--- config.mk ---
export PLATFORM = sky130hd
export DESIGN_NAME = clkdiv_sel_decoder
export DESIGN_NICKNAME = d
export VERILOG_FILES = /design/src/rtl/clkdiv_pkg.sv /design/src/rtl/clkdiv_sel_decoder_sync.sv /design/src/rtl/clkdiv_sel_decoder.sv
export SDC_FILE = /design/constraint.sdc
export NUM_CORES = 1
export LEC_CHECK = 0
export ABC_AREA = 1
export CAP_MARGIN = 20
export CORE_MARGIN = 2
export CORE_UTILIZATION = 45
export CTS_CLUSTER_SIZE = 14
export DETAILED_ROUTE_END_ITERATION = 10
export PLACE_DENSITY = 0.68
export RECOVER_POWER = 100
export SLEW_MARGIN = 20
export SYNTH_ARGS = -nofsm -noshare
export SYNTH_HDL_FRONTEND = slang
export SYNTH_SLANG_ARGS = --single-unit
--- constraint.sdc ---
create_clock -name clk -period 2.4 [get_ports clk]
set_clock_uncertainty 0.2 [all_clocks]
set_input_delay 0.6 -clock clk [delete_from_list [all_inputs] [get_ports clk]]
set_output_delay 0.6 -clock clk [all_outputs]
set_load 0.005 [all_outputs]
--- src/rtl/clkdiv_pkg.sv ---
// Shared constants, state encoding and window-bound helpers for the divider-select decoder.
package clkdiv_pkg;

    localparam int TAP0_DEFAULT = 22;

    typedef enum logic [0:0] {
        WAIT_EDGE = 1'b0,
        MEASURE   = 1'b1
    } state_t;

    typedef struct packed {
        logic       fast;
        logic       slow;
        logic [1:0] cls;
    } class_t;

    // Lower bound of class s window: 0.75 * P0 * 2^s
    function automatic logic [35:0] win_lo(input int tap0, input int s);
        return 36'(3) << (tap0 + s - 1);
    endfunction

    // Upper (exclusive) bound of class s window: 1.5 * P0 * 2^s
    function automatic logic [35:0] win_hi(input int tap0, input int s);
        return 36'(3) << (tap0 + s);
    endfunction

endpackage

--- src/rtl/clkdiv_sel_decoder_sync.sv ---
// Two-flop synchronizer for the divided clock plus a rising-edge detector.
module sync_rise_det (
    input  logic clk,
    input  logic reset,
    input  logic sig_in,
    output logic rise
);
    logic sync_p0;
    logic sync_p1;
    logic prev_p2;

    always_ff @(posedge clk or posedge reset) begin
        if (reset) begin
            sync_p0 <= 1'b0;
            sync_p1 <= 1'b0;
            prev_p2 <= 1'b0;
        end else begin
            sync_p0 <= sig_in;
            sync_p1 <= sync_p0;
            prev_p2 <= sync_p1;
        end
    end

    assign rise = sync_p1 & ~prev_p2;

endmodule

--- src/rtl/clkdiv_sel_decoder.sv ---
// Measures the period of a divided clock, classifies it into one of four divider
// taps, and locks sel_out after two consecutive matching measurements.
module clkdiv_sel_decoder
    import clkdiv_pkg::*;
#(
    parameter  int TAP0 = TAP0_DEFAULT,
    localparam int W    = TAP0 + 5
) (
    input  logic         clk,
    input  logic         reset,
    input  logic         sig_in,
    output logic [1:0]   sel_out,
    output logic         valid,
    output logic         err_fast,
    output logic         err_slow,
    output logic         meas_done,
    output logic [W-1:0] period
);
    localparam longint         P0  = longint'(1) << (TAP0 + 1);
    localparam logic [W-1:0]   LO0 = W'(win_lo(TAP0, 0));
    localparam logic [W-1:0]   HI0 = W'(win_hi(TAP0, 0));
    localparam logic [W-1:0]   HI1 = W'(win_hi(TAP0, 1));
    localparam logic [W-1:0]   HI2 = W'(win_hi(TAP0, 2));
    localparam logic [W-1:0]   HI3 = W'(win_hi(TAP0, 3));
    // Last count value before a missing edge is declared a timeout (1.5 * P3 - 1)
    localparam logic [W-1:0]   TMO = W'(12 * P0 - 1);

    function automatic class_t classify(input logic [W-1:0] p);
        class_t c;
        c = '0;
        if (p < LO0)      c.fast = 1'b1;
        else if (p < HI0) c.cls  = 2'd0;
        else if (p < HI1) c.cls  = 2'd1;
        else if (p < HI2) c.cls  = 2'd2;
        else if (p < HI3) c.cls  = 2'd3;
        else              c.slow = 1'b1;
        return c;
    endfunction

    logic         rise;
    state_t       state;
    logic [W-1:0] cnt;
    logic [W-1:0] period_nxt;
    class_t       cls_nxt;
    logic         have_match;
    logic [1:0]   last_cls;

    sync_rise_det u_sync (
        .clk    (clk),
        .reset  (reset),
        .sig_in (sig_in),
        .rise   (rise)
    );

    assign period_nxt = cnt + W'(1);
    assign cls_nxt    = classify(period_nxt);

    always_ff @(posedge clk or posedge reset) begin
        if (reset) begin
            state      <= WAIT_EDGE;
            cnt        <= '0;
            period     <= '0;
            meas_done  <= 1'b0;
            err_fast   <= 1'b0;
            err_slow   <= 1'b0;
            valid      <= 1'b0;
            sel_out    <= 2'd0;
            have_match <= 1'b0;
            last_cls   <= 2'd0;
        end else begin
            meas_done <= 1'b0;
            case (state)
                WAIT_EDGE: begin
                    if (rise) begin
                        state <= MEASURE;
                        cnt   <= '0;
                    end
                end
                MEASURE: begin
                    // An edge on the timeout cycle wins and is measured as SLOW
                    if (rise) begin
                        period    <= period_nxt;
                        meas_done <= 1'b1;
                        cnt       <= '0;
                        err_fast  <= cls_nxt.fast;
                        err_slow  <= cls_nxt.slow;
                        if (cls_nxt.fast || cls_nxt.slow) begin
                            valid      <= 1'b0;
                            have_match <= 1'b0;
                        end else if (have_match && (cls_nxt.cls == last_cls)) begin
                            valid   <= 1'b1;
                            sel_out <= cls_nxt.cls;
                        end else begin
                            valid      <= 1'b0;
                            have_match <= 1'b1;
                            last_cls   <= cls_nxt.cls;
                        end
                    end else if (cnt == TMO) begin
                        state      <= WAIT_EDGE;
                        cnt        <= '0;
                        err_slow   <= 1'b1;
                        err_fast   <= 1'b0;
                        valid      <= 1'b0;
                        have_match <= 1'b0;
                    end else begin
                        cnt <= cnt + W'(1);
                    end
                end
                default: state <= WAIT_EDGE;
            endcase
        end
    end

endmodule
==> metrics.log <==
[metrics] minimum hold slack: 150 ps
[metrics] pin count of the biggest net entering global routing: roughly 70
[metrics] final period demand of the worst path: 2380 ps
[metrics] Post-DRT Antenna Nets: 0
[metrics] Die H: 90.0 um
[metrics] share of cells above drive strength 1: 25.7%
[metrics] leakage power summed over all cells: 1.92 nW
[metrics] kind of launch point of the worst setup path: flip-flop
[metrics] total instance count after detailed placement: 520
[metrics] post-synthesis cell type count: 30
[metrics] share of the clock period used by the worst path: 99.2%
[metrics] most frequent cells in the layout: nand2_1, dfrtp_1, o21ai_0
[metrics] Core Area: between 7000 and 8000 um^2
[metrics] final cell area excluding filler cells: 4360 um^2
[metrics] Worst-path clk slew: about 70 ps
[metrics] WL per Instance: 13.3 um
[metrics] Antenna Diode Count: 0
[metrics] width of the chip: roughly 90 um
[metrics] worst min-delay path startpoint: u_sync.sync_p0
[metrics] most common cell after layout, fill and taps aside: nand2_1
[metrics] area of the die: 8100 um^2
[metrics] final slew viol count: 0
[metrics] worst reg2reg path depth: 15
[metrics] number of buffers added on ports: 35
[metrics] type of the worst setup path: flip-flop to flip-flop
[metrics] sequential-to-total area share from yosys stat: approximately half
[metrics] number of nets in the finished design: 454
[metrics] detailed-route vias per instance: 4.92
[metrics] worst reg-to-reg setup slack: 20 ps
[metrics] synthesized netlist cell count: roughly 380
[metrics] transition at the pin with the smallest max-transition slack: 894 ps
[metrics] buffer type at the clock tree root: clkbuf_8
[metrics] routed vias: 2727
[metrics] total number of H-tree levels: 3
[metrics] average cell area after synthesis: approximately 8.7 um^2
[metrics] Fin. Hold Viols: 0
[metrics] RePlAce Congestion: 0.861
[metrics] global-route wire length before repair: 12000 um
[metrics] FF+latch count, synth: 67
[metrics] critical path startpoint: cnt[1]
[metrics] P per Cell Area: around 570 nW/um^2
[metrics] Worst Path Required: 2440 ps
[metrics] total of hold buffers inserted after clock tree synthesis: 0
[metrics] aggregate global-route resource usage: 18.3%
[metrics] CTS tree: built
[metrics] First-pass DRT Iterations: 4
[metrics] RSZ-0062 raised after global routing: yes
[metrics] max-capacitance violation count: 0
[metrics] Hold Path End: u_sync.sync_p1
[metrics] maximum VDD drop: 0.267 mV
[metrics] final setup fails: 0
[metrics] total DRC errors in the routed layout: 0
[metrics] # IOs: 36
[metrics] clock buffers created by TritonCTS: 9
[metrics] DP Wirelength: 4850 um
[metrics] number of placement rows: 31
[metrics] clk sink count: 67
[metrics] buffer levels on the longest clock path: 2
[metrics] total standard cell area after synthesis: between 3000 and 4000 um^2
[metrics] global route total overflow: 0
[metrics] worst skew pair latency: 340 ps
[metrics] worst max-slew margin expressed relative to the limit: 40.4%
[metrics] Design Power: 2.49 mW
[metrics] Routed Wire Length: 7350 um
[metrics] initial antenna violation count: 0
[metrics] Crit Reg-Reg Startpoint: cnt[1]
[metrics] initial core utilization: a little under half
[metrics] run status: finished clean
[metrics] number of DRC markers after the initial detailed-route iteration: 104
[metrics] area growth from synthesis to layout: 31.0%
[metrics] class of the most critical hold timing path: flip-flop to flip-flop
[metrics] YS warnings: 0
[metrics] depth of the worst hold-timing path: 0
[metrics] maximum clock frequency: 420 MHz
[metrics] via count of the first global-routing pass: 2613
[metrics] Net Count, Synth: 388
[metrics] cell area reported after detailed placement: 3870 um^2
[metrics] Arr. time, crit path: ~2400 ps
[metrics] fin cells: 554
[metrics] reg2reg end: sel_out[1]
[metrics] sort of element at the end of the critical path: flip-flop
[metrics] maximum fanout count along the critical path: 5
-- per-stage QoR --
stage | util [%] | worst slack [ps] | TNS (ps)
after detailed placement | 53.6 | -101 | -330
final | 60.4 | 20.3 | 0
after floorplan | - | 139 | 0
after global placement | 53.6 | 26.7 | 0
after global routing | 60.4 | -98.3 | -792
after CTS | 56.9 | 13.6 | 0
-- worst max-delay path by stage --
| stage | to | slack (ps) | depth (start not counted) |
|---|---|---|---|
| after floorplan | sel_out[1] | 140 | 16 |
| after global placement | sel_out[1] | 30 | 16 |
| after detailed placement | sel_out[0] | -100 | 16 |
| after CTS | sel_out[0] | 10 | 14 |
| after global routing | sel_out[1] | -100 | 15 |
| final | sel_out[1] | 20 | 15 |
-- logic make-up after synthesis --
kind of cell / share of synthesized area (%)
adder cells (fa/ha/maj): 0.376
flip-flops: 50.4
AO/OA/AOI/OAI: 9.51
buffers and inverters: 5.45
XOR/XNOR: 5.23
AND/OR/NAND/NOR: 29.0
-- power by group --
group / total [mW] / internal (mW) / switching (mW)
clock network: 0.932 / 0.503 / 0.429
logic: 0.290 / 0.149 / 0.141
registers: 1.27 / 1.20 / 0.0701
total: 2.49 / 1.85 / 0.640
-- state kept, by name, summed over array words and instances, names as in the netlist --
name and count:
cnt 27, period 27, last_cls 2, sel_out 2, err_fast 1, err_slow 1, have_match 1, meas_done 1
state 1, u_sync.prev_p2 1, u_sync.sync_p0 1, u_sync.sync_p1 1, valid 1
-- final cells by class --
type,count,area (um^2)
fill,637,2860
timing repair buffer,65,579
multi-input combinational,270,1630
clock buffer,11,141
sequential,67,1680
tap,99,124
clock inverter,5,52.6
inverter,37,150
-- cells in the mapped netlist (all sizes together) --
library cell / n / area, um^2
nand2: 112 / 498
dfrtp: 67 / 1680
nor2: 46 / 260
o21ai: 40 / 204
inv: 33 / 126
nand3: 27 / 160
xor2: 19 / 174
o22ai: 14 / 87.6
clkbuf: 9 / 33.8
clkinv: 4 / 16.3
nand4: 3 / 18.8
a32o: 2 / 20.0
and2: 2 / 12.5
nor3: 2 / 10.0
a21oi: 1 / 5.00
buf: 1 / 5.00
ha: 1 / 12.5
or2: 1 / 6.26
-- what timing repair did --
item / 4_1_cts / 5_1_grt
setup buffers: 3 / 15
endpoints found under the setup margin: 5 / 10
pin swaps: 2 / 20
resized for setup: 3 / 38
-- routing by layer --
layer  routed length [um]  global-route usage [%]  vias up
met5                    0                       0        -
met4                  119                    6.54        0
met3                  263                    4.69       14
met2                 3540                    28.7       47
met1                 3420                    25.0     1302
li1                     -                       -     1364
-- worst max-delay path, cell delays in order (launching register included) --
cell	delay, ps
dfrtp_1	430
buf_6	140
nand3_4	70
inv_2	70
nand2_4	90
nor2_8	160
and2_4	180
nand3_4	70
xor2_2	170
nand2_1	80
nand2_2	100
nand2_2	80
nor2_4	170
nand3_4	110
nand2_1	80
o21ai_1	60
No activity file was read; power rests on OpenSTA's default activity.
